`src/rtl/bus_requester.sv`:
```
// Initiator end of the interpreter memory bus. Takes one word-wide read or
// write command from the core at a time and moves it over the byte-wide bus
// as WORD_BYTES little-endian byte transactions. Reads are guarded by a
// per-byte timeout so a dead responder still produces a (flagged) response.
module bus_requester #(
  parameter int ADDR_W     = 16,
  parameter int WORD_BYTES = 4,
  parameter int TIMEOUT    = 255
) (
  input  logic                    clk,
  input  logic                    rst,
  // core command side
  input  logic                    cmd_valid,
  output logic                    cmd_ready,
  input  logic                    cmd_we,
  input  logic [ADDR_W-1:0]       cmd_addr,
  input  logic [8*WORD_BYTES-1:0] cmd_wdata,
  output logic                    rsp_valid,
  output logic [8*WORD_BYTES-1:0] rsp_rdata,
  output logic                    rsp_err,
  // byte bus side
  output logic                    bus_req,
  output logic                    bus_we,
  output logic [ADDR_W-1:0]       bus_addr,
  output logic [7:0]              bus_wdata,
  input  logic                    bus_gnt,
  input  logic                    bus_rvalid,
  input  logic [7:0]              bus_rdata
);

  localparam int WORD_W = 8 * WORD_BYTES;
  localparam int IDX_W  = (WORD_BYTES > 1) ? $clog2(WORD_BYTES) : 1;
  localparam int TMO_W  = $clog2(TIMEOUT + 1);

  localparam logic [IDX_W-1:0] LAST_IDX  = IDX_W'(WORD_BYTES - 1);
  localparam logic [TMO_W-1:0] TMO_LIMIT = TMO_W'(TIMEOUT);

  typedef enum logic [1:0] {
    S_IDLE,
    S_ISSUE,
    S_WAIT_RD,
    S_RESP
  } state_e;

  state_e              state_q,     state_d;
  logic [ADDR_W-1:0]   addr_q,      addr_d;
  logic                we_q,        we_d;
  logic [WORD_W-1:0]   wdata_q,     wdata_d;
  logic [IDX_W-1:0]    idx_q,       idx_d;
  logic [TMO_W-1:0]    tmo_q,       tmo_d;
  logic [WORD_W-1:0]   rbuf_q,      rbuf_d;
  logic [WORD_W-1:0]   rsp_rdata_q, rsp_rdata_d;
  logic                rsp_err_q,   rsp_err_d;

  // State and datapath registers; reset abandons any command in flight.
  always_ff @(posedge clk) begin
    // NOTE: non-blocking assignments here so every register samples the
    // pre-edge value of its neighbours, independent of statement order.
    if (rst) begin
      state_q     <= S_IDLE;
      addr_q      <= '0;
      we_q        <= 1'b0;
      wdata_q     <= '0;
      idx_q       <= '0;
      tmo_q       <= '0;
      rbuf_q      <= '0;
      rsp_rdata_q <= '0;
      rsp_err_q   <= 1'b0;
    end else begin
      state_q     <= state_d;
      addr_q      <= addr_d;
      we_q        <= we_d;
      wdata_q     <= wdata_d;
      idx_q       <= idx_d;
      tmo_q       <= tmo_d;
      rbuf_q      <= rbuf_d;
      rsp_rdata_q <= rsp_rdata_d;
      rsp_err_q   <= rsp_err_d;
    end
  end

  // Next-state logic: command capture, byte sequencing, read assembly, timeout.
  always_comb begin
    // NOTE: every _d takes its _q value first, so any path that does not
    // assign it simply holds state and no latch can be inferred.
    state_d     = state_q;
    addr_d      = addr_q;
    we_d        = we_q;
    wdata_d     = wdata_q;
    idx_d       = idx_q;
    tmo_d       = tmo_q;
    rbuf_d      = rbuf_q;
    rsp_rdata_d = rsp_rdata_q;
    rsp_err_d   = rsp_err_q;

    unique case (state_q)
      S_IDLE: begin
        if (cmd_valid) begin
          addr_d    = cmd_addr;
          we_d      = cmd_we;
          wdata_d   = cmd_wdata;
          idx_d     = '0;
          tmo_d     = '0;
          rbuf_d    = '0;   // bytes never returned read back as zero
          rsp_err_d = 1'b0;
          state_d   = S_ISSUE;
        end
      end

      S_ISSUE: begin
        if (bus_gnt) begin
          if (we_q) begin
            idx_d = idx_q + 1'b1;
            if (idx_q == LAST_IDX) begin
              rsp_rdata_d = '0;
              state_d     = S_RESP;
            end
          end else begin
            tmo_d   = '0;
            state_d = S_WAIT_RD;
          end
        end
      end

      S_WAIT_RD: begin
        if (bus_rvalid) begin
          rbuf_d[{idx_q, 3'b000} +: 8] = bus_rdata;
          idx_d = idx_q + 1'b1;
          tmo_d = '0;
          if (idx_q == LAST_IDX) begin
            rsp_rdata_d = rbuf_d;
            state_d     = S_RESP;
          end else begin
            state_d = S_ISSUE;
          end
        end else begin
          tmo_d = tmo_q + 1'b1;
          if (tmo_d == TMO_LIMIT) begin
            rsp_rdata_d = rbuf_q;
            rsp_err_d   = 1'b1;
            state_d     = S_RESP;
          end
        end
      end

      S_RESP: begin
        state_d = S_IDLE;
      end

      default: begin
        state_d = S_IDLE;
      end
    endcase
  end

  // Outputs are decoded from registered state only, so they are glitch-free
  // and stay put while a byte request is stalled waiting for bus_gnt.
  assign cmd_ready = (state_q == S_IDLE);
  assign rsp_valid = (state_q == S_RESP);
  assign rsp_rdata = rsp_rdata_q;
  assign rsp_err   = rsp_err_q;

  assign bus_req   = (state_q == S_ISSUE);
  assign bus_we    = bus_req & we_q;
  assign bus_addr  = bus_req ? (addr_q + ADDR_W'(idx_q)) : '0;
  assign bus_wdata = bus_we ? wdata_q[{idx_q, 3'b000} +: 8] : 8'h00;

endmodule

```
`config.mk`:
```
export PLATFORM = sky130hd
export DESIGN_NAME = bus_requester
export DESIGN_NICKNAME = d
export VERILOG_FILES = /design/src/rtl/bus_requester.sv
export SDC_FILE = /design/constraint.sdc
export NUM_CORES = 1
export LEC_CHECK = 0
export BUFFER_PORTS_ARGS = -buffer_cell sky130_fd_sc_hd__buf_2
export CAP_MARGIN = 0
export CORE_MARGIN = 3
export CORE_UTILIZATION = 59
export DETAILED_ROUTE_END_ITERATION = 8
export HOLD_SLACK_MARGIN = 0.03
export PLACE_DENSITY = 0.85
export REMOVE_ABC_BUFFERS = 1
export SLEW_MARGIN = 20
export SYNTH_ARGS = -nofsm -noshare
export SYNTH_HDL_FRONTEND = slang
export SYNTH_SLANG_ARGS = --single-unit
```
`constraint.sdc`:
```
create_clock -name clk -period 3.9 [get_ports clk]
set_clock_uncertainty 0.05 [all_clocks]
set_input_delay 0.585 -clock clk [delete_from_list [all_inputs] [get_ports clk]]
set_output_delay 0.585 -clock clk [all_outputs]
set_load 0.005 [all_outputs]
```
==> summary.txt <==
Worst hold path
  – Hold Path Depth: 3
  – Hold Crit Class: in2reg

GRT
  – Remaining global-route overflow: 0
  – Vias in the first global route: 5239
  – First-pass GRT wire length: 25800 um
  – Initial antenna violation count: 0
  – Largest net degree at the start of global routing: 58
  – GRT Resource Usage Total: 0.280

Clock tree
  – Clk sinks: 126
  – Clk pin slew, worst setup/hold paths: 0.06 ns
  – Total CTS buffers: 17
  – Root buf cell: clkbuf_8
  – Post-CTS setup buffers: 0
  – Cts hold-fix bufs: 0
  – Clk Latency, worst-skew pair: 0.53 ns
  – CTS tree: yes
  – Clock buffer depth: 2
  – Post-cts sizing count: 0
  – H-tree lvl count: 4

Logic synthesis
  – Unique masters post-synth: 56
  – Ys async rst share: 0
  – Post-synth EDFFs: 0
  – Cells after Synth: 688
  – Top_reg_cell synth: dfxtp_1
  – Cell Area, Synth: 6050 sq um
  – Synth top area share: 0.417
  – Top cells by area, synth: dfxtp_1 42%, nand2_1 6.8%, a21oi_1 5.0%
  – Synth Register Bits: 126
  – Register area share after synthesis: 0.417
  – Yosys warnings: 0
  – Avg Cell Area, Syn: 8.80 sq um
  – Cell taking the most area after synthesis: dfxtp_1

Routing
  – Vias per inst: 5.94
  – Total Wirelength: 15800 um
  – Vias: 5520
  – DRC viols: 0
  – Initial DRC count: 426
  – First-pass iteration count of the detailed router: 6
  – WL/cell: 17.0 um
  – Final ANT Viol Nets: 0

Cells and area
  – Final nets: 860
  – Register Area: 2520 sq um
  – Layout cells sized above 1: 0.312
  – Synth-to-layout area growth: 18.7%
  – Most frequent cells in the layout: 126 x dfxtp_1, 121 x buf_2, 109 x nand2_1, 61 x a21oi_1, 49 x nor2_1
  – Area of the multi-input gates: 3220 sq um
  – Commonest non-fill, non-tap cell in the layout: dfxtp_1
  – Fillers: 700
  – Inserted Diodes: 0

Worst setup path
  – Worst path required time: 3.26 ns
  – Crit path max-delay cell type: dfxtp_1
  – Crit-path max cell delay: 0.63 ns
  – WS Path Type: reg2out
  – Crit path DAT: 2.61 ns
  – Maximum fanout along the worst path: 10
  – Crit start category: flip-flop
  – Setup crit end kind: output port
  – Flop-to-flop setup slack: 1.01 ns
  – Cells on worst reg2reg path: 7
  – Cell chain of the critical path: ha_1 -> a21o_1 -> nand2_1 -> nor3_1 -> nand3_1 -> xnor2_1 -> and2_1 -> buf_2

STA
  – Normalized max-slew margin: 0.279
  – Setup TNS: 0 ns
  – Setup-failing EPs final: 0
  – Max-slew violations: 0
  – RSZ-0062 raised after global routing: no
  – Setup ws final: 0.657 ns
  – Final hold vios: 0
  – Least-Margin Pin Slew: 1.07 ns
  – Max Freq: 308 MHz
  – Final Cycle Share: 0.832
  – Hold WS: 0.240 ns
  – Fin crit period: 3.24 ns

Power and ir drop
  – Clock Power Share: 0.307
  – Worst vdd ir: 0.000410 V
  – Combinational power share: 0.372
  – Pwr dens: 708 nW/um^2
  – Final Power: 5.09 mW
  – Leak pwr: 2.90 nW
  – Sw frac: 0.381
  – Total net switching power: 1.94 mW
  – Int Power: 3.15 mW
  – Seq pwr share: 0.321

Die
  – Initial Utilization: 0.614
  – # rows: 36
  – Die ar.: 11500 sq um
  – Core Area: 9860 sq um
  – Die Ht: 107 um
  – Die W: 107 um
  – Ports: 123

Placement
  – Post-Place Worst Slack: 1.09 ns
  – Placer's final routability congestion estimate: 0.875
  – Port bufs: 122
  – Final HPWL DP: 10300 um

Run status
  – Status: finished, final reports clean

Run
  – Total of max-cap violations: 0
cell families (layout without fill, tap and decap cells):
| family | Yosys count | count (layout) | synth area share |
|---|---|---|---|
| buffers and inverters | 61 | 169 | 0.0523 |
| AOI/OAI and AO/OA | 158 | 158 | 0.178 |
| muxes | 9 | 9 | 0.0316 |
| and+or+nand+nor | 306 | 306 | 0.271 |
| xor gates and xnor gates | 13 | 13 | 0.0188 |
| adders and majority gates | 15 | 15 | 0.0322 |
| DFF | 126 | 126 | 0.417 |
worst max-delay path, delay by kind of cell (launching register included):
| kind | cells | cell delay, ns |
|---|---|---|
| buf+inv | 1 | 0.12 |
| fa+ha+maj | 1 | 0.29 |
| compound gates | 1 | 0.15 |
| flops | 1 | 0.63 |
| xor+xnor | 1 | 0.14 |
| simple gates | 4 | 0.74 |
final cells by class:
type	instances	area share
clock buffer	20	0.0634
clock inverter	12	0.0190
inverter	9	0.00470
multi-input combinational	501	0.447
sequential	126	0.351
tap	133	0.0232
timing repair buffer	128	0.0916
cells in the mapped netlist, drive strengths merged, types with 8 or more instances:
cell type / number
a21oi: 65
a221oi: 33
a22oi: 32
and2: 28
buf: 20
clkbuf: 32
dfxtp: 126
ha: 14
inv: 9
mux4: 8
nand2: 109
nand3: 14
nor2: 82
nor3: 39
o21ai: 10
xnor2: 10
flip-flops by register name (all words and copies together) (netlist names):
name,count
wdata_q,32
idx_q,2
addr_q,16
rsp_rdata,32
rbuf_q,32
rsp_err,1
state_q,2
we_q,1
tmo_q,8
path summary, 6_finish.rpt:
path,to,start
hold reg to reg,wdata_q[17],wdata_q[17]
setup reg to reg,rsp_rdata[31],idx_q[0]
hold / removal,wdata_q[10],cmd_wdata[10]
setup / recovery,bus_addr[15],idx_q[0]
power by group through the flow:
stage / Clock [mW] / Sequential, mW / Combinational (mW)
after floorplan: 0 / 1.64 / 1.34
after global placement: 0 / 1.64 / 1.80
after detailed placement: 0 / 1.65 / 1.86
after CTS: 1.57 / 1.63 / 1.89
after global routing: 1.64 / 1.66 / 2.08
final: 1.56 / 1.63 / 1.89
routing by layer:
metal  vias up  global-route usage  routed length [um]
li1       2604                   -                   -
met1      2647               0.357                6460
met2       237               0.464                8030
met3        32              0.0678                1020
met4         0              0.0950                 287
met5         -                   0                   0
metrics by stage:
step                 util  std cells  area (sq um)
floorplan               -        636          5770
global route        0.729        929          7190
finish              0.729        929          7190
CTS                 0.729        929          7190
detailed placement  0.669        897          6600
global placement    0.669        897          6600
No activity file was read; power rests on OpenSTA's default activity.
